==> src/rtl/instr_fetch_unit.sv <==
// Instruction fetch unit: drives a zero-latency instruction memory and buffers fetched
// words in a prefetch FIFO toward decode. Optional misalign_err output: define IFU_MISALIGN_ERR_EN.
module instr_fetch_unit #(
  parameter int                    ADDR_WIDTH = 16,
  parameter logic [ADDR_WIDTH-1:0] RESET_PC   = '0,
  parameter int                    FIFO_DEPTH = 4
) (
  input  logic                  clk,
  input  logic                  rst,
  output logic [ADDR_WIDTH-1:0] imem_addr,
  output logic                  imem_enable,
  output logic                  imem_wr,
  input  logic [15:0]           imem_data,
  input  logic                  redirect_valid,
  input  logic [ADDR_WIDTH-1:0] redirect_pc,
  input  logic                  halt_req,
  output logic                  instr_valid,
  output logic [15:0]           instr,
  output logic [ADDR_WIDTH-1:0] instr_pc,
  input  logic                  instr_ready,
`ifdef IFU_MISALIGN_ERR_EN
  output logic                  misalign_err,
`endif
  output logic [1:0]            dbg_state
);

  localparam int PW = (FIFO_DEPTH > 1) ? $clog2(FIFO_DEPTH) : 1;
  localparam int CW = PW + 1;

  typedef enum logic [1:0] {
    ST_START  = 2'd0,
    ST_FETCH  = 2'd1,
    ST_HALTED = 2'd2
  } state_t;

  state_t                  state_q;
  logic [ADDR_WIDTH-1:0]   pc_q, pc_d;
  logic [CW-1:0]           count_q, count_d;
  logic [PW-1:0]           wr_ptr_q, wr_ptr_d;
  logic [PW-1:0]           rd_ptr_q, rd_ptr_d;
  logic [15:0]             fifo_instr_q [FIFO_DEPTH];
  logic [ADDR_WIDTH-1:0]   fifo_pc_q    [FIFO_DEPTH];
`ifdef IFU_MISALIGN_ERR_EN
  logic                    misalign_q;
`endif

  logic pop;
  logic full;
  logic fetch;

  // rst gates the outputs combinationally: the memory image is still loading while it is high.
  assign instr_valid = !rst && (count_q != '0);
  assign pop         = instr_valid && instr_ready;
  assign full        = (count_q == CW'(FIFO_DEPTH));
  assign fetch       = !rst && (state_q == ST_FETCH) && !redirect_valid && !halt_req &&
                       (!full || pop);

  assign imem_enable = fetch;
  assign imem_addr   = rst ? '0 : pc_q;
  assign imem_wr     = 1'b0;
  assign instr       = fifo_instr_q[rd_ptr_q];
  assign instr_pc    = fifo_pc_q[rd_ptr_q];
  assign dbg_state   = state_q;
`ifdef IFU_MISALIGN_ERR_EN
  assign misalign_err = misalign_q;
`endif

  always_comb begin
    pc_d     = pc_q;
    count_d  = count_q;
    wr_ptr_d = wr_ptr_q;
    rd_ptr_d = rd_ptr_q;
    if (redirect_valid) begin
      pc_d     = redirect_pc & ~ADDR_WIDTH'(1);
      count_d  = '0;
      wr_ptr_d = '0;
      rd_ptr_d = '0;
    end else begin
      if (fetch) begin
        pc_d     = pc_q + ADDR_WIDTH'(2);
        wr_ptr_d = wr_ptr_q + PW'(1);
      end
      if (pop) begin
        rd_ptr_d = rd_ptr_q + PW'(1);
      end
      count_d = count_q + CW'(fetch) - CW'(pop);
    end
  end

  always_ff @(posedge clk) begin
    if (rst) begin
      state_q  <= ST_START;
      pc_q     <= RESET_PC & ~ADDR_WIDTH'(1);
      count_q  <= '0;
      wr_ptr_q <= '0;
      rd_ptr_q <= '0;
`ifdef IFU_MISALIGN_ERR_EN
      misalign_q <= 1'b0;
`endif
    end else begin
      pc_q     <= pc_d;
      count_q  <= count_d;
      wr_ptr_q <= wr_ptr_d;
      rd_ptr_q <= rd_ptr_d;
      if (redirect_valid) begin
        state_q <= ST_FETCH;
`ifdef IFU_MISALIGN_ERR_EN
        misalign_q <= misalign_q | redirect_pc[0];
`endif
      end else begin
        case (state_q)
          ST_START:  state_q <= ST_FETCH;
          ST_FETCH:  if (halt_req) state_q <= ST_HALTED;
          ST_HALTED: state_q <= ST_HALTED;
          default:   state_q <= ST_START;
        endcase
      end
      if (fetch) begin
        fifo_instr_q[wr_ptr_q] <= imem_data;
        fifo_pc_q[wr_ptr_q]    <= pc_q;
      end
    end
  end

endmodule

==> config.mk <==
export PLATFORM = sky130hd
export DESIGN_NAME = instr_fetch_unit
export DESIGN_NICKNAME = d
export VERILOG_FILES = /design/src/rtl/instr_fetch_unit.sv
export SDC_FILE = /design/constraint.sdc
export NUM_CORES = 1
export LEC_CHECK = 0
export CAP_MARGIN = 30
export CORE_UTILIZATION = 50
export CTS_BUF_LIST = sky130_fd_sc_hd__clkbuf_8
export CTS_CLUSTER_SIZE = 16
export DETAILED_ROUTE_END_ITERATION = 10
export PLACE_DENSITY = 0.82
export SLEW_MARGIN = 20
export SYNTH_ARGS = -nofsm -noshare
export SYNTH_HDL_FRONTEND = slang
export SYNTH_SLANG_ARGS = --single-unit
==> constraint.sdc <==
create_clock -name clk -period 5 [get_ports clk]
set_input_delay 0.75 -clock clk [delete_from_list [all_inputs] [get_ports clk]]
set_output_delay 0.75 -clock clk [all_outputs]
set_load 0.05 [all_outputs]
Word-level counts from Yosys, hierarchy flattened

Memory sizes are Yosys's and may differ from the RTL's. A register that Yosys moved wholly into a read port is not among the register bits.
Cells that the tools add are included.

Register bits after elaboration: 25
Bits in writable memories: 128
Output and inout port bits: 53
Word-level logic and storage cells: 47
Memories kept: 2

$add $sub $neg: 5
Eq/ne operators: 5
Multiplexer cells: 13
Reduce and logical (&&, ||, !) cells: 15

Memory list:

| name         | words | bits a word | read ports | clocked after memory_dff | write ports | RTL line | source |
|---|---|---|---|---|---|---|---|
| fifo_instr_q | 4     | 16          | 1          | 1                        | 1           | 41       | `logic [15:0] fifo_instr_q [FIFO_DEPTH];` |
| fifo_pc_q    | 4     | 16          | 1          | 1                        | 1           | 42       | `logic [ADDR_WIDTH-1:0] fifo_pc_q [FIFO_DEPTH];` |

Operator list:

| operator                | count |
|---|---|
| $mux W16                | 3 |
| $add A16 B2 Y16 const B | 1 |
| $mux W2                 | 5 |
| $logic_and A1 B1 Y1     | 6 |
| $pmux W2 S3             | 1 |
| $add A2 B1 Y2 const B   | 2 |
| $logic_not A1 Y1        | 4 |
| $mux W1                 | 4 |
| $add A3 B1 Y3           | 1 |
| $eq A3 B3 Y1 const B    | 1 |
| $ne A3 B3 Y1 const B    | 1 |
| $reduce_bool A3 Y1      | 1 |
| $sub A3 B1 Y3           | 1 |
| $eq A2 B1 Y1 const B    | 1 |
| $eq A2 B2 Y1 const B    | 1 |
| $logic_not A2 Y1        | 1 |
| $ne A2 B2 Y1 const B    | 1 |
| $reduce_bool A2 Y1      | 1 |
| $reduce_or A2 Y1        | 1 |
| $logic_or A1 B1 Y1      | 1 |

Depth between registers and ports, before layout

Depth in word-level cells: 8
Mapped depth: 11
Gate-level depth less buffers: 10

Worst setup path after synthesis

OpenSTA, ideal clock, no wires.

Path type: input to register
Start point: input redirect_valid
End point: memory fifo_instr_q[0][0], enable pin
Arrival time: 2.957 ns
Setup slack: 1.652 ns
Stages: 6
Cells stage by stage: buf_2 -> or4b_4 -> or2_1 -> buf_2 -> inv_2 -> and2_1

Cells in the longest elaborated chain, start to end: 7

Ends and longest elaborated chain:

| what                             | RTL line | source |
|---|---|---|
| start, declared                  | 14       | `input logic redirect_valid,` |
| $logic_not A1 Y1                 | 55       | `assign fetch = !rst && (state_q == ST_FETCH) && !redirect_valid && !halt_req &&` |
| $logic_and A1 B1 Y1 (3 in a row) | 55       |  |
| net imem_enable                  | 11       | `output logic imem_enable,` |
| $mux W1                          | 118      | `if (fetch) begin` |
| $mux W1                          | 91       | `if (rst) begin` |
| $mux W1 (not written as such)    | 119      | `fifo_instr_q[wr_ptr_q] <= imem_data;` |
| end, declared                    | 41       |  |

The timed path passes the listed nets, and every way through them passes these cells.

Final worst setup path

Start point: input redirect_valid
End point: output imem_enable

Cells in the longest elaborated chain, start to end: 4

Ends and longest elaborated chain:

| what                             | RTL line |
|---|---|
| $logic_not A1 Y1                 | 55 |
| $logic_and A1 B1 Y1 (3 in a row) | 55 |
| end, declared                    | 11 |

No other way between the ends.

==> Flow_metrics.wiki <==
{| class="wikitable"
! Metric !! Value
|-
| Result of the run || finished with violations
|-
| Violated checks || design-rule violations
|-
| Share of synthesized area occupied by flip-flops and latches || 70.7%
|-
| Number of buffers added on ports || between 80 and 90
|-
| Number of global-route vias before repair || about 3.6k
|-
| CP Data Arrival Time || 3.59 ns
|-
| Clk Tree Root Cell || clkbuf_8
|-
| Clock tree sinks || 150
|-
| Worst-Margin Slew || approximately 0.84 ns
|-
| Post-route DRC violation count || 7
|-
| Place WS || 0.681 ns
|-
| Number of vias per cell || 5.74
|-
| Switching fraction of total power || 22.1%
|-
| Number of antenna violations at the first check in global routing || 0
|-
| Internal power contribution || 0.00192 W
|-
| Number of synthesized flops with an enable pin || 124
|-
| Vias || 3417
|-
| Detailed-placement wirelength estimate || 7120 um
|-
| Row Count || 39
|-
| Starting DRC count in detailed routing || approximately 280
|-
| Dominant synthesized flop cell || edfxtp_1
|-
| Die boundary width || 112 um
|-
| Setup CP Type || primary input to primary output
|-
| Total number of H-tree levels || 4
|-
| Final min period || about 4.3 ns
|-
| Setup repair after global routing missed its margin || false
|-
| Worst min path class || flop to flop
|-
| Leakage dissipation || 2.36 nW
|-
| Final worst clock skew || roughly 0.0082 ns
|-
| Maximum fanout count along the critical path || 22
|-
| Count of hold buffers inserted by post-cts repair || 0
|-
| FF-to-FF path depth || 6
|-
| Switching power of the nets || 0.000544 W
|-
| Count of nets left with antenna violations after detail routing || 0
|-
| Clock latency reported for the late side of the worst-skew pair || 0.42 ns
|-
| Hold Path Stages || 2
|-
| Global-route wire length before repair || 18300 um
|-
| Post_cts resized || 0
|-
| Number of warnings printed during yosys synthesis || 0
|-
| Commonest non-fill, non-tap cell in the layout || edfxtp_1
|-
| Final Hold Vio Count || 0
|-
| Tightest slew margin relative to the limit || 43.9%
|-
| Starting density of the core || 51.9%
|-
| Final global-route overflow total || 0
|-
| Average detailed-routed wire length per instance || 19.0 um
|-
| Worst EP required || 4.25 ns
|-
| Buffers inserted during post-CTS setup optimization || 0
|-
| Average cell area after synthesis || 17.2 um^2
|-
| Count of non-filler cells in the finished layout || roughly 600
|-
| Utilization after layout || 63.8%
|-
| Total clock buffers created by CTS || 17
|-
| Share of layout cells above drive strength 1 || between 10% and 20%
|-
| Part of the total power dissipated in sequential elements || 56.4%
|-
| CTS tree || done
|-
| Synth unique cells || 44
|-
| Combinational fraction of design power || between 6 and 7%
|-
| Final weighted congestion of routability-driven global placement || 0.837
|-
| Number of top-level pins || 90
|-
| Highest clock rate || 0.231 GHz
|-
| PD cells || 334 nW/um^2
|-
| Number of filler cells placed in the layout || 788
|-
| Number of max-slew violations in the final report || 0
|-
| Sum of routed wire length over all layers || 11300 um
|-
| Most frequent cells in the layout || edfxtp_1, clkdlybuf4s50_1, mux4_2, dfxtp_1, clkbuf_8
|-
| Final cycle utilization of the critical path || 86.7%
|-
| Number of optimization iterations in the first detailed-route pass || 8
|-
| Setup TNS after final layout || 0 ns
|-
| Netlist area before placement || 6000 um^2
|-
| Synth-to-Final Area Change || 22.9%
|-
| Post-layout nets || a little under 500
|-
| Overall track demand over capacity in global routing || 19.5%
|-
| Largest net degree at the start of global routing || 32
|-
| Diode count || 0
|-
| Share of total power in the clock network || 37.3%
|-
| Kind of capture point of the worst setup path || primary output
|-
| Vertical die dimension || about 110 um
|-
| Number of synthesized register bits || 150
|-
| Count of maximum capacitance violations || 0
|-
| Number of instances in the synthesized netlist || 349
|-
| Share of flip-flops with an asynchronous set or reset after synthesis || 0%
|-
| Area of the die || 12400 um^2
|-
| Number of placed cells counting well taps || around 570
|-
| Final total power || 0.00246 W
|-
| Register clock-pin slew on the reported worst setup and hold paths || 0.07 ns
|-
| Core Box Area || 11600 um^2
|-
| Max rail drop VDD || 0.139 mV
|-
| Crit start category || primary input
|-
| Number of buffers on the longest clock path || 2
|-
| Setup ws final || between 0.6 and 0.7 ns
|-
| Finish-stage setup viols || 0
|}
final cells by class:
class | instances | area, um^2 | area share [%]
Multi-Input combinational cell | 170 | 1630 | 22.1
Timing Repair Buffer | 89 | 881 | 11.9
Clock buffer | 17 | 234 | 3.17
Inverter | 13 | 48.8 | 0.662
Sequential cell | 150 | 4250 | 57.6
Tap cell | 143 | 179 | 2.43
Clock inverter | 13 | 156 | 2.12
per-layer routing:
layer	track usage, %	up-vias	wire (um)
li1	-	1559	-
met1	25.3	1698	4890
met2	31.8	143	5630
met3	5.06	17	658
met4	7.75	0	153
met5	0	-	0
Yosys cell counts, types with 2 or more instances:
master	count	area share, %
nand4_1	3	0.31
or4_1	4	0.50
ha_1	9	1.9
nor2_1	15	0.94
mux4_2	31	12
and3_1	2	0.21
nand3_1	8	0.67
and2_1	8	0.83
a31oi_1	3	0.31
nor3_1	2	0.17
dfxtp_1	26	8.7
nor4_1	3	0.31
o211ai_1	3	0.38
a21oi_1	7	0.58
or3_1	2	0.21
nand2_1	16	1.0
inv_1	12	0.75
buf_2	3	0.25
o311ai_0	13	1.9
clkbuf_1	8	0.50
edfxtp_1	124	62
buf_4	3	0.38
nor2b_1	14	1.5
nand2b_1	2	0.21
buf_1	3	0.19
xnor2_1	5	0.73
o31a_1	3	0.44
sequential cells by signal (all words and copies together), names as in the netlist, named ones only:
signal / cells
wr_ptr_q: 2
fifo_pc_q: 60
dbg_state: 2
count_q: 3
rd_ptr_q: 2
pc_q: 15
fifo_instr_q: 64
critical path: stages:
cell and delay, ns:
clkdlybuf4s50_1 0.58, or4b_4 0.59, or2_1 0.49, inv_2 0.32, clkdlybuf4s50_1 0.86
power by group through the flow:
stage          registers (W)   logic, W  clock network, W
2_1_floorplan        0.00141  0.0000865                 0
3_3_place_gp         0.00141   0.000150                 0
3_5_place_dp         0.00142   0.000153                 0
4_1_cts              0.00139   0.000154          0.000935
5_1_grt              0.00139   0.000163          0.000985
6_report             0.00139   0.000154          0.000919
per-stage QoR:
step | hold slack (ns) | area (um^2)
final | 0.515 | 7370
after global placement | 0.487 | 6980
after global routing | 0.568 | 7370
after CTS | 0.524 | 7370
after floorplan | 0.469 | 6010
after detailed placement | 0.513 | 6980
worst paths after layout:
path | endpoint | slack, ns | startpoint
worst max register to register | fifo_instr_q[0][14]$_DFFE_PP_ | 2.01 | dbg_state[1]$_SDFFE_PP0P_
worst min register to register | wr_ptr_q[1]$_SDFFE_PP0N_ | 0.52 | wr_ptr_q[1]$_SDFFE_PP0N_
worst max-delay path | imem_enable | 0.66 | redirect_valid
worst min-delay path | wr_ptr_q[1]$_SDFFE_PP0N_ | 0.52 | wr_ptr_q[1]$_SDFFE_PP0N_
cell families (layout without fill, tap and decap cells):
logic type | Yosys count | after routing | synth area share [%]
XOR/XNOR | 5 | 5 | 0.730
AO/OA/AOI/OAI | 37 | 37 | 4.73
AND/OR/NAND/NOR | 83 | 83 | 7.42
adder cells (fa/ha/maj) | 10 | 10 | 2.21
flip-flops | 150 | 150 | 70.7
multiplexers | 32 | 32 | 11.8
buffers and inverters | 31 | 132 | 2.31
other | 1 | 3 | 0.0625
No activity file was read; power rests on OpenSTA's default activity.
